[config.mk]
export PLATFORM = sky130hd
export DESIGN_NAME = amdc_ecs_sample_averager_flat
export DESIGN_NICKNAME = d
export VERILOG_FILES = /design/src/rtl/amdc_ecs_sample_averager_if.sv /design/src/rtl/amdc_ecs_sample_averager.sv /design/src/flat_wrapper.sv
export SDC_FILE = /design/constraint.sdc
export NUM_CORES = 1
export LEC_CHECK = 0
export BUFFER_PORTS_ARGS = -buffer_cell sky130_fd_sc_hd__buf_2
export CORE_UTILIZATION = 56
export DETAILED_ROUTE_END_ITERATION = 7
export GPL_TIMING_DRIVEN = 0
export PLACE_DENSITY = 0.82
export SYNTH_ARGS = -nofsm -noshare
export SYNTH_HDL_FRONTEND = slang
export SYNTH_SLANG_ARGS = --single-unit
[constraint.sdc]
create_clock -name clk -period 18 [get_ports clk]
set_clock_uncertainty 0.15 [all_clocks]
set_input_delay 1.8 -clock clk [delete_from_list [all_inputs] [get_ports clk]]
set_output_delay 1.8 -clock clk [all_outputs]
set_load 0.05 [all_outputs]
[src/rtl/amdc_ecs_sample_averager_if.sv]
// Sample-averager bus: SPI-master results in, averaged X/Y and status out.
interface amdc_ecs_sample_averager_if #(
    parameter int unsigned DATA_W = 18
);
    logic              data_ready_in;
    logic [DATA_W-1:0] sensor_data_x_in;
    logic [DATA_W-1:0] sensor_data_y_in;
    logic              avg_en;
    logic              clear;
    logic [DATA_W-1:0] avg_x;
    logic [DATA_W-1:0] avg_y;
    logic              avg_valid;
    logic              fill_done;
    logic              overrun;

    modport master (
        output data_ready_in, sensor_data_x_in, sensor_data_y_in, avg_en, clear,
        input  avg_x, avg_y, avg_valid, fill_done, overrun
    );

    modport slave (
        input  data_ready_in, sensor_data_x_in, sensor_data_y_in, avg_en, clear,
        output avg_x, avg_y, avg_valid, fill_done, overrun
    );
endinterface

[src/rtl/amdc_ecs_sample_averager.sv]
// Boxcar moving average of the eddy-current sensor X/Y results, one sample per
// data_ready rising edge, using a circular history and a running sum per channel.
module amdc_ecs_sample_averager #(
    parameter int unsigned DATA_W   = 18,
    parameter int unsigned AVG_LOG2 = 3
) (
    input logic                      clk,
    input logic                      rst,
    amdc_ecs_sample_averager_if.slave sif
);
    localparam int unsigned DEPTH = 1 << AVG_LOG2;
    localparam int unsigned SUM_W = DATA_W + AVG_LOG2;
    localparam int unsigned CNT_W = AVG_LOG2 + 1;

    typedef enum logic [1:0] {IDLE, SUB, ADD, OUT} state_t;

    state_t              state_q, state_d;
    logic                dr_prev_q;
    logic                edge_det;
    logic [DATA_W-1:0]   sample_x_q, sample_y_q;
    logic [SUM_W-1:0]    sum_x_q, sum_y_q;
    logic [DATA_W-1:0]   hist_x_q [DEPTH];
    logic [DATA_W-1:0]   hist_y_q [DEPTH];
    logic [AVG_LOG2-1:0] ptr_q;
    logic [CNT_W-1:0]    count_q, count_d;
    logic                fill_done_q, overrun_q, avg_valid_q;
    logic [DATA_W-1:0]   avg_x_q, avg_y_q;
    logic                do_capture, do_sub, do_add, do_out, busy_edge;

    assign edge_det = sif.data_ready_in & ~dr_prev_q;
    assign count_d  = (count_q == CNT_W'(DEPTH)) ? count_q : count_q + 1'b1;

    always_ff @(posedge clk or posedge rst) begin
        if (rst) begin
            state_q <= IDLE;
        end else begin
            state_q <= state_d;
        end
    end

    always_comb begin
        state_d = state_q;
        if (sif.clear) begin
            state_d = IDLE;
        end else begin
            case (state_q)
                IDLE:    if (edge_det) state_d = SUB;
                SUB:     state_d = ADD;
                ADD:     state_d = OUT;
                OUT:     state_d = IDLE;
                default: state_d = IDLE;
            endcase
        end
    end

    always_comb begin
        do_capture = 1'b0;
        do_sub     = 1'b0;
        do_add     = 1'b0;
        do_out     = 1'b0;
        case (state_q)
            IDLE:    do_capture = edge_det;
            SUB:     do_sub     = 1'b1;
            ADD:     do_add     = 1'b1;
            OUT:     do_out     = 1'b1;
            default: ;
        endcase
        busy_edge = edge_det & (state_q != IDLE);
    end

    // Subtracting the oldest slot before adding the new sample keeps the sum non-negative.
    always_ff @(posedge clk or posedge rst) begin
        if (rst) begin
            dr_prev_q   <= 1'b1;
            sample_x_q  <= '0;
            sample_y_q  <= '0;
            sum_x_q     <= '0;
            sum_y_q     <= '0;
            hist_x_q    <= '{default: '0};
            hist_y_q    <= '{default: '0};
            ptr_q       <= '0;
            count_q     <= '0;
            fill_done_q <= 1'b0;
            overrun_q   <= 1'b0;
            avg_valid_q <= 1'b0;
            avg_x_q     <= '0;
            avg_y_q     <= '0;
        end else begin
            dr_prev_q   <= sif.data_ready_in;
            avg_valid_q <= 1'b0;
            if (sif.clear) begin
                sum_x_q     <= '0;
                sum_y_q     <= '0;
                hist_x_q    <= '{default: '0};
                hist_y_q    <= '{default: '0};
                ptr_q       <= '0;
                count_q     <= '0;
                fill_done_q <= 1'b0;
                overrun_q   <= 1'b0;
            end else begin
                if (do_capture) begin
                    sample_x_q <= sif.sensor_data_x_in;
                    sample_y_q <= sif.sensor_data_y_in;
                end
                if (busy_edge) overrun_q <= 1'b1;
                if (do_sub) begin
                    sum_x_q <= sum_x_q - SUM_W'(hist_x_q[ptr_q]);
                    sum_y_q <= sum_y_q - SUM_W'(hist_y_q[ptr_q]);
                end
                if (do_add) begin
                    sum_x_q         <= sum_x_q + SUM_W'(sample_x_q);
                    sum_y_q         <= sum_y_q + SUM_W'(sample_y_q);
                    hist_x_q[ptr_q] <= sample_x_q;
                    hist_y_q[ptr_q] <= sample_y_q;
                    ptr_q           <= ptr_q + 1'b1;
                    count_q         <= count_d;
                    if (count_d == CNT_W'(DEPTH)) fill_done_q <= 1'b1;
                end
                if (do_out) begin
                    avg_valid_q <= 1'b1;
                    avg_x_q     <= sif.avg_en ? DATA_W'(sum_x_q >> AVG_LOG2) : sample_x_q;
                    avg_y_q     <= sif.avg_en ? DATA_W'(sum_y_q >> AVG_LOG2) : sample_y_q;
                end
            end
        end
    end

    assign sif.avg_x     = avg_x_q;
    assign sif.avg_y     = avg_y_q;
    assign sif.avg_valid = avg_valid_q;
    assign sif.fill_done = fill_done_q;
    assign sif.overrun   = overrun_q;
endmodule
[src/flat_wrapper.sv]
// flat-port wrapper written by rule: the top's interface ports become plain ports
module amdc_ecs_sample_averager_flat 
#(
    parameter int unsigned DATA_W   = 18,
    parameter int unsigned AVG_LOG2 = 3
)
  (clk, rst, sif_data_ready_in, sif_sensor_data_x_in, sif_sensor_data_y_in, sif_avg_en, sif_clear, sif_avg_x, sif_avg_y, sif_avg_valid, sif_fill_done, sif_overrun);
  amdc_ecs_sample_averager_if #(.DATA_W(DATA_W)) sif_i ();
  input logic clk;
  input logic rst;
  input wire logic [$bits(sif_i.data_ready_in)-1:0] sif_data_ready_in;
  input wire logic [$bits(sif_i.sensor_data_x_in)-1:0] sif_sensor_data_x_in;
  input wire logic [$bits(sif_i.sensor_data_y_in)-1:0] sif_sensor_data_y_in;
  input wire logic [$bits(sif_i.avg_en)-1:0] sif_avg_en;
  input wire logic [$bits(sif_i.clear)-1:0] sif_clear;
  output wire logic [$bits(sif_i.avg_x)-1:0] sif_avg_x;
  output wire logic [$bits(sif_i.avg_y)-1:0] sif_avg_y;
  output wire logic [$bits(sif_i.avg_valid)-1:0] sif_avg_valid;
  output wire logic [$bits(sif_i.fill_done)-1:0] sif_fill_done;
  output wire logic [$bits(sif_i.overrun)-1:0] sif_overrun;
  assign sif_i.data_ready_in = sif_data_ready_in;
  assign sif_i.sensor_data_x_in = sif_sensor_data_x_in;
  assign sif_i.sensor_data_y_in = sif_sensor_data_y_in;
  assign sif_i.avg_en = sif_avg_en;
  assign sif_i.clear = sif_clear;
  assign sif_avg_x = sif_i.avg_x;
  assign sif_avg_y = sif_i.avg_y;
  assign sif_avg_valid = sif_i.avg_valid;
  assign sif_fill_done = sif_i.fill_done;
  assign sif_overrun = sif_i.overrun;
  amdc_ecs_sample_averager #(.DATA_W(DATA_W), .AVG_LOG2(AVG_LOG2)) u_core (.clk(clk), .rst(rst), .sif(sif_i));
endmodule
==> Word level (Yosys, flattened, before mapping) <==
Cells that the tools add are included.
{ "word_totals": {"input_bits": 41, "regBits": 415, "out_inout_bits": 39, "word_cells": 99} }
{ "op_classes": {"eq_ne": 6, "order_cmp": 2, "muxes": 41, "n_addsub": 6, "bitwise_logic": 5, "n_reduce_logical": 10} }
{ "op_table": {"columns": ["op", "n"], "rows": [
  ["two-way mux 144 bit", 4],
  ["bitwise mux 144 bit", 2],
  ["two-way mux 18 bit", 7],
  ["two-way mux 21 bit", 6],
  ["binary-select mux 18 bit (select 3 bit)", 2],
  ["demux 18 bit (select 3 bit)", 1],
  ["adder 21 x 18 -> 21 bit", 2],
  ["subtractor 21 x 18 -> 21 bit", 2],
  ["two-way mux 4 bit", 3],
  ["two-way mux 1 bit", 11],
  ["equality test 4 bit, second input constant", 2],
  ["one-hot mux 2 bit (4 select lines)", 1],
  ["nonzero test 2 bit", 4],
  ["two-way mux 3 bit", 2],
  ["AND reduction 2 bit", 3],
  ["adder 4 x 1 -> 4 bit, second input constant", 1],
  ["equality test 2 bit, second input constant", 2],
  [">= comparator 4 bit, second input constant", 1],
  ["less-than comparator 4 x 1 -> 1 bit, second input constant", 1],
  ["two-way mux 2 bit", 2],
  ["NOT 3 -> 4 bit", 1],
  ["adder 3 x 1 -> 3 bit, second input constant", 1],
  ["!= test 3 x 2 -> 1 bit, second input constant", 1],
  ["nonzero test 3 bit", 1],
  ["other kinds (5)", 7]
]} }

==> Logic depth before layout (Yosys ltp) <==
Gate-level depths: netlist of run 1.
{ "depth": {"depth_word": 8, "ltp_mapped": 24, "ltp_nobuf": 18} }

==> Worst setup path before layout of run 1 <==
OpenSTA, ideal clock, no wires.
{ "synth_timing": {"path_kind": "reg2reg", "start": "register u_core.ptr_q[0]", "end": "register u_core.sum_x_q[20]", "slack_ns": 13.300, "n_path_buf": 4, "path_stages_with_launch": 22, "setup_ns": 0.128, "required_ns": 17.722, "synth_period_minus_slack_ns": 4.700, "arrival_time_ns": 4.422, "cell_sequence": "dfrtp_1 buf_6 buf_12 buf_6 buf_2 nand3b_1 a21oi_1 a2111oi_4 ha_1 nand4bb_1 nor2_1 xnor2_1 mux2_2 ha_1 o21ai_0 nand2_1 a41oi_1 o21ai_0 a31oi_1 o21ai_0 mux2i_1 mux2_1"} }
{ "synth_between": {"elab_chain_cells": 8} }
{ "synth_lines": {"columns": ["element", "line", "rtl"], "rows": [
  ["start: declaration", "amdc_ecs_sample_averager.sv:24", "logic [AVG_LOG2-1:0] ptr_q;"],
  ["start signal: assignment", "amdc_ecs_sample_averager.sv:115", "ptr_q <= ptr_q + 1'b1;"],
  ["NOT 3 -> 4 bit (not written as such)", "amdc_ecs_sample_averager.sv:107", "sum_x_q <= sum_x_q - SUM_W'(hist_x_q[ptr_q]);"],
  ["binary-select mux 18 bit (select 3 bit)", "amdc_ecs_sample_averager.sv:107", null],
  ["two-way mux 18 bit (not written as such) (2 in series)", "amdc_ecs_sample_averager.sv:107", null],
  ["subtractor 21 x 18 -> 21 bit", "amdc_ecs_sample_averager.sv:107", null],
  ["two-way mux 21 bit", "amdc_ecs_sample_averager.sv:106", "if (do_sub) begin"],
  ["two-way mux 21 bit", "amdc_ecs_sample_averager.sv:110", "if (do_add) begin"],
  ["two-way mux 21 bit", "amdc_ecs_sample_averager.sv:91", "if (sif.clear) begin"],
  ["end signal: assignment", "amdc_ecs_sample_averager.sv:107", null],
  ["end signal: assignment", "amdc_ecs_sample_averager.sv:111", "sum_x_q <= sum_x_q + SUM_W'(sample_x_q);"],
  ["end: declaration", "amdc_ecs_sample_averager.sv:21", "logic [SUM_W-1:0] sum_x_q, sum_y_q;"]
]} }
No other way between the ends. The select of a mux whose other input is x is not followed.
A chain may end at the register's enable or synchronous reset.

==> Worst setup path in the final report of run 1 <==
{ "layout_timing": {"start": "register u_core.ptr_q[2]", "end": "register u_core.sum_x_q[20]"} }
The elaborated chain is that of the path after synthesis.

==> impl_metrics.yaml, run 1 <==
grt:
  grtUsageTotal_pct: 35.50
  grt_max_degree: 121
  grt_pass1_wl_um: 110900
  grt_pass1_vias: 19760
  antenna_found_initial: 0
  grt-ovfl-total: 0
power_and_ir_drop:
  ir_worst_vdd_mv: 0.07005
  power_density_nw_per_um2: 165.1
  total_power_mw: 4.079
  power.leakage_nw: 10.58
synth:
  ys_types: 80
  yosys_register_bits: 415
  syn_nets: 2532
  syn_area_um2: 22100
  ys_warn_count: 0
  synth_area_leaders: "dfrtp_1 47%, nand2_1 13%, a21oi_1 8.0%, mux4_2 4.5%, mux2i_1 3.8%"
  avgSynthCellArea_um2: 9.071
  ys_seq_area_share_pct: 47.00
  synthCells: 2436
  async_flop_share_pct: 100.0
  synth-edff-count: 0
  synth_area_leader_cell: "dfrtp_1"
  synth_ff_type: "dfrtp_1"
  synth_top_area_share_pct: 46.88
clock_network:
  cts_setup_buffers: 0
  clock_latency_ns: 0.58
  clockBufferDepth: 3
  postCtsResizedCells: 0
  cts.sinks: 415
  tritoncts: "built"
  hold_buffers: 0
  htreeDepth: 2
  clkTransAtPathRegs_ns: 0.07
  root_buffer: "clkbuf_16"
  cts_made_buffers: 42
drt:
  postRouteAntennaNets: 0
  first_iter_violations: 2619
  dr_total_vias: 19870
  wl_um: 71530
  first_pass_iters: 7
  wl_per_cell_um: 23.00
  viasPerCell: 6.389
  route.detailed.drc: 0
final_layout:
  final_cell_mix: "754 x nand2_1, 414 x dfrtp_1, 354 x a21oi_1, 167 x clkbuf_1, 91 x buf_2"
  drive_above_1_share_pct: 10.96
  nets: 2656
  final_common_cell: "nand2_1"
  syn2layout_area_growth_pct: 11.80
  antennaDiodeCount: 0
  multiInputGateArea_um2: 10810
  ff_latch_area_um2: 10390
  instances_no_fill: 3110
  final_area_um2: 24700
  utilization_pct: 63.63
  fillCellCount: 2995
timing:
  worst_slack_ns: 11.70
  worst_slew_pin_slew_ns: 1.245
  tns_ns: 0
  hold_violations: 0
  post-route-min-period_ns: 6.304
  max_freq_ghz: 0.1586
  rsz0062_at_grt: "no"
  relSlewSlack_pct: 16.34
  setup_viol_count_final: 0
  slew_violations: 0
  fin_crit_sh_pct: 35.02
  whs_ns: 0.3227
floorplanning:
  die-area_um2: 40260
  start_util_pct: 56.91
  io_pins: 80
  die_h_um: 200.6
  design.core.area_um2: 38830
  die_w_um: 200.6
  placementRows: 72
place:
  hpwl_um: 50440
  place_congestion: 0.9853
  place_area_um2: 23220
  dp.cells: 3034
  post-place-ws_ns: 11.97
  numPortBuffers: 77
critical_path:
  critical_path.cell_chain: "buf_2 > clkbuf_1 > nor2b_1 > a221oi_1 > o221a_2 > ha_1 > nand4bb_1 > nor2_1 > xnor2_1 > mux2_2 > ha_1 > o21ai_0 > nand2_1 > a41oi_1 > o21ai_0 > a31oi_1 > o21ai_0 > mux2i_1 > mux2_1"
  cp.arrival_ns: 6.60
  path_class: "flip-flop to flip-flop"
  cp.required_ns: 18.30
  cp_slowest_cell: "clkbuf_1"
  startpoint_type: "flip-flop"
  max_stage_delay_ns: 0.71
  critPathMaxFanout: 10
  endpoint_kind: "flip-flop"
  crit_path_frequent_cell: "o21ai_0"
hold_path:
  hold_class: "flip-flop to flip-flop"
job:
  drv_cap: 0
status:
  status: "completed"
## cell families (layout without fill, tap and decap cells)
| family | Yosys count | in the layout | share of synthesized area, % |
|---|---|---|---|
| adders and majority gates | 55 | 55 | 3.182 |
| xor gates and xnor gates | 62 | 62 | 2.457 |
| and+or+nand+nor | 949 | 949 | 17.73 |
| DFF | 415 | 415 | 47.00 |
| buffers and inverters | 215 | 371 | 4.060 |
| AOI/OAI and AO/OA | 553 | 553 | 13.83 |
| muxes | 187 | 187 | 11.74 |
## worst paths after layout
check	start	endpoint	slack [ns]	depth (start not counted)
max in group asynchronous	rst	u_core.hist_y_q[91]	15.09	4
hold / removal	u_core.sif.avg_x[11]	u_core.sif.avg_x[11]	0.32	2
setup reg to reg	u_core.ptr_q[2]	u_core.sum_x_q[20]	11.70	19
hold reg to reg	u_core.sif.avg_x[11]	u_core.sif.avg_x[11]	0.32	2
setup / recovery	u_core.ptr_q[2]	u_core.sum_x_q[20]	11.70	19
min in group asynchronous	rst	u_core.sif.avg_y[12]	1.18	2
## power breakdown
part,switching [mW],internal (mW)
registers,0.0902,1.06
clock network,0.384,0.561
logic,1.31,0.679
## synthesized netlist by cell type (all sizes together) (3+ instances only)
cell type / count
nand2: 754
dfrtp: 414
a21oi: 355
clkbuf: 160
o21ai: 107
mux2i: 84
nor2: 68
ha: 53
mux2: 53
mux4: 50
xnor2: 40
buf: 34
nand3: 32
xor2: 22
inv: 21
nor3: 17
a211oi: 16
a21o: 15
nor2b: 12
o21bai: 10
nand2b: 9
a221oi: 8
nand4: 8
and3: 7
a31oi: 6
o22ai: 6
or3: 6
a22oi: 5
and4: 5
and2: 4
nor3b: 4
nor4: 4
or2: 4
o311a: 3
or3b: 3
## layout make-up
class	count	area share (%)
Multi-Input combinational cell	1806	43.77
Clock buffer	63	5.141
Sequential cell	415	42.04
Buffer	194	3.312
Clock inverter	13	0.8660
Tap cell	518	2.623
Timing Repair Buffer	80	1.894
Inverter	21	0.3495
## routing by layer
| metal | wire (um) | GRT usage (%) | vias up | part of all wire (%) |
|---|---|---|---|---|
| met1 | 26220 | 44.46 | 9662 | 37 |
| met3 | 7944 | 8.929 | 339 | 11 |
| met5 | 0 | 0.2381 | - | 0 |
| met4 | 4550 | 20.50 | 0 | 6.4 |
| met2 | 32820 | 56.15 | 1325 | 46 |
| li1 | - | - | 8544 | - |
## state kept, by name (all words and copies together) (netlist names)
signal,cells
u_core.state_q,2
u_core.sample_y_q,18
u_core.sum_x_q,21
u_core.hist_y_q,144
u_core.count_q,4
u_core.sif.avg_x,18
u_core.ptr_q,3
u_core.dr_prev_q,1
u_core.sum_y_q,21
u_core.sif.avg_y,18
u_core.sif.fill_done,1
u_core.sample_x_q,18
u_core.sif.overrun,1
u_core.sif.avg_valid,1
u_core.hist_x_q,144
## critical path: cells and delay by family (launching register included)
family                   cells  cell delay (ns)
flip-flops                   1             0.54
AO/OA/AOI/OAI                7             1.83
buffers and inverters        2             1.11
multiplexers                 3             0.84
XOR/XNOR                     1             0.15
AND/OR/NAND/NOR              4             0.94
adder cells (fa/ha/maj)      2             0.60
No activity file was read; power rests on OpenSTA's default activity.
==> run 2, diff against run 1 <==
--- a/config.mk
+++ b/config.mk
@@ -9,7 +9,7 @@
 export CORE_UTILIZATION = 56
 export DETAILED_ROUTE_END_ITERATION = 7
 export GPL_TIMING_DRIVEN = 0
-export PLACE_DENSITY = 0.82
+export PLACE_DENSITY = 0.85
 export SYNTH_ARGS = -nofsm -noshare
 export SYNTH_HDL_FRONTEND = slang
 export SYNTH_SLANG_ARGS = --single-unit
==> constraint.sdc (replaced) <==
create_clock -name clk -period 5.51 [get_ports clk]
set_clock_uncertainty 0.15 [all_clocks]
set_input_delay 0.551 -clock clk [delete_from_list [all_inputs] [get_ports clk]]
set_output_delay 0.551 -clock clk [all_outputs]
set_load 0.05 [all_outputs]
==> run 2 against run 1 <==
Compared with the run above:
- sequential power grew to 3.3 times the previous value
- via count grew 2.0%
- critical path depth is the same
- sequential share of layout area shrank 0.77 points
- worst setup slack lost 12 ns
- critical endpoint is now u_core.sum_y_q[20]
- non-clock buffer count grew 14
- the run now ends with design-rule violations left
- largest power group unchanged
- largest cell class unchanged
- first-iteration DRC count grew 4.6%
- sequential cell count is the same
- design area grew 1.9%
==> impl_metrics.yaml, run 2 (synthesized netlist as in run 1, its figures left out) <==
critical_path:
  endpoint_kind: "flip-flop"
  critPathTopFamily: "buffers and inverters"
  critical_path.cell_chain: "buf_4 > buf_4 > buf_4 > clkdlybuf4s15_2 > mux4_2 > mux2i_2 > a21oi_1 > a211oi_2 > a21o_1 > ha_1 > o21ai_1 > o21ai_1 > and4_1 > o211ai_1 > buf_4 > a31oi_2 > nor3_1 > a21oi_2 > mux2_4"
  r2r-start: "u_core.ptr_q[2]"
  reg2regPathDepth: 19
  startpoint_type: "flip-flop"
  cp_slowest_cell: "clkdlybuf4s15_2"
  critical_path_buf_inv_count: 5
  cp.required_ns: 5.81
  max_stage_delay_ns: 0.54
  cp.arrival_ns: 5.77
  r2r_end: "u_core.sum_y_q[20]"
  path_class: "flip-flop to flip-flop"
  cp_num_cells: 19
  crit_path_frequent_cell: "buf_4"
  critPathMaxFanout: 10
  reg2reg_slack_ns: 0.04
drt:
  wl_per_cell_um: 23.36
  route.detailed.drc: 1
  first_iter_violations: 2740
  viasPerCell: 6.486
  dr_total_vias: 20260
  wl_um: 72990
  postRouteAntennaNets: 0
  first_pass_iters: 8
clock_network:
  tritoncts: "built"
  cts_made_buffers: 43
  htreeDepth: 2
  cts.sinks: 415
  clock_latency_ns: 0.58
  root_buffer: "clkbuf_16"
  clockBufferDepth: 3
  clkTransAtPathRegs_ns: 0.07
floorplanning:
  die-area_um2: 40260
  io_pins: 80
  die_h_um: 200.6
  die_w_um: 200.6
  start_util_pct: 56.91
  design.core.area_um2: 38830
  placementRows: 72
timing:
  worst_slack_ns: 0.04494
  post-route-min-period_ns: 5.465
  fin_crit_sh_pct: 99.18
  relSlewSlack_pct: 3.483
  tns_ns: 0
  max_freq_ghz: 0.1830
  slew_violations: 0
  setup_viol_count_final: 0
  worst_slew_pin_slew_ns: 1.437
  whs_ns: 0.06165
  hold_violations: 0
grt:
  antenna_found_initial: 2
  grt_pass1_wl_um: 112200
  grt_max_degree: 45
  grt-ovfl-total: 0
  grt_pass1_vias: 20210
  grtUsageTotal_pct: 36.01
hold_path:
  hp-start: "sif_sensor_data_y_in[4]"
  holdPathEnd: "u_core.sample_y_q[4]"
  hold_class: "primary input to flip-flop"
  hold_depth: 2
power_and_ir_drop:
  clkPwrFrac_pct: 22.3
  p_sw_share_pct: 43.94
  switchingPower_mw: 5.979
  power_density_nw_per_um2: 540.7
  power.leakage_nw: 10.72
  p_int_mw: 7.628
  sequentialPowerShare_pct: 27.6
  total_power_mw: 13.61
  combPwrFrac_pct: 50.2
  ir_worst_vdd_mv: 0.2667
final_layout:
  multiInputGateArea_um2: 11050
  ff_latch_area_um2: 10390
  syn2layout_area_growth_pct: 13.89
  fillCellCount: 2834
  final_cell_mix: "754 x nand2_1, 414 x dfrtp_1, 353 x a21oi_1, 158 x clkbuf_1, 86 x buf_2"
  nets: 2671
  drive_above_1_share_pct: 13.17
  final_common_cell: "nand2_1"
  top_regs: "u_core.hist_x_q: 144 flops, u_core.hist_y_q: 144 flops"
job:
  drv_cap: 0
place:
  hpwl_um: 51130
  numPortBuffers: 77
  place_congestion: 0.9849
  post-place-ws_ns: -0.6441
status:
  status: "finished, violations left"
  violations: "design-rule violations"
run 2: cell count changes in the layout (fill, tap and decap cells not counted), moves of 5 or more:
cell | before | now
clkbuf_1 | 167 | 158
buf_2 | 91 | 86
buf_4 | 2 | 14
o21ai_0 | 89 | 79
buf_12 | 1 | 13
o21ai_1 | 18 | 24
ha_1 | 53 | 48
mux2i_1 | 83 | 77
run 2: repair_timing:
item                                    4_1_cts  5_1_grt
endpoints found under the hold margin        17        0
pin swaps                                     1       14
hold buffers                                  2        0
gates resized for setup                      32       57
endpoints found under the setup margin       21        9
setup buffers                                 0        8
run 2: power by group through the flow:
stage / combinational, mW / clock (mW) / sequential [mW]
3_5_place_dp: 6.24 / 0 / 3.79
2_1_floorplan: 4.26 / 0 / 4.06
3_3_place_gp: 6.05 / 0 / 3.77
5_1_grt: 7.31 / 3.14 / 3.79
6_report: 6.82 / 3.03 / 3.75
4_1_cts: 6.37 / 3.02 / 3.73
run 2: layout make-up:
| type | instances | share of cell area (%) |
|---|---|---|
| antenna | 1 | 0.009943 |
| buffer | 190 | 3.450 |
| clock buffer | 62 | 5.121 |
| clock inverter | 13 | 0.6314 |
| inverter | 21 | 0.3281 |
| multi-input combinational | 1806 | 43.89 |
| sequential | 415 | 41.27 |
| tap | 518 | 2.575 |
| timing repair buffer | 98 | 2.724 |
run 2: how the worst max path moves through the flow:
stage	startpoint	endpoint
3_3_place_gp	rst	u_core.hist_x_q[47]
4_1_cts	u_core.ptr_q[0]	u_core.sum_y_q[20]
3_5_place_dp	u_core.ptr_q[2]	u_core.sum_x_q[20]
6_report	u_core.ptr_q[2]	u_core.sum_y_q[20]
2_1_floorplan	rst	u_core.count_q[0]
5_1_grt	u_core.ptr_q[0]	u_core.sum_x_q[20]
run 2: layer usage:
layer  global-route usage (%)  vias to the layer above  share of wire, %
met4                    23.56                        4               7.1
met1                    43.90                     9736                35
met5                        0                        -             0.032
met3                    10.11                      409                12
met2                    56.26                     1516                45
li1                         -                     8597                 -
run 2: metrics by stage:
step | cells | utilization, % | cell area (um2)
3_3_place_gp | 3031 | 59.58 | 23130
5_1_grt | 3123 | 64.81 | 25160
3_5_place_dp | 3042 | 60.15 | 23350
2_1_floorplan | 2436 | - | 22100
6_report | 3124 | 64.82 | 25170
4_1_cts | 3117 | 64.21 | 24930
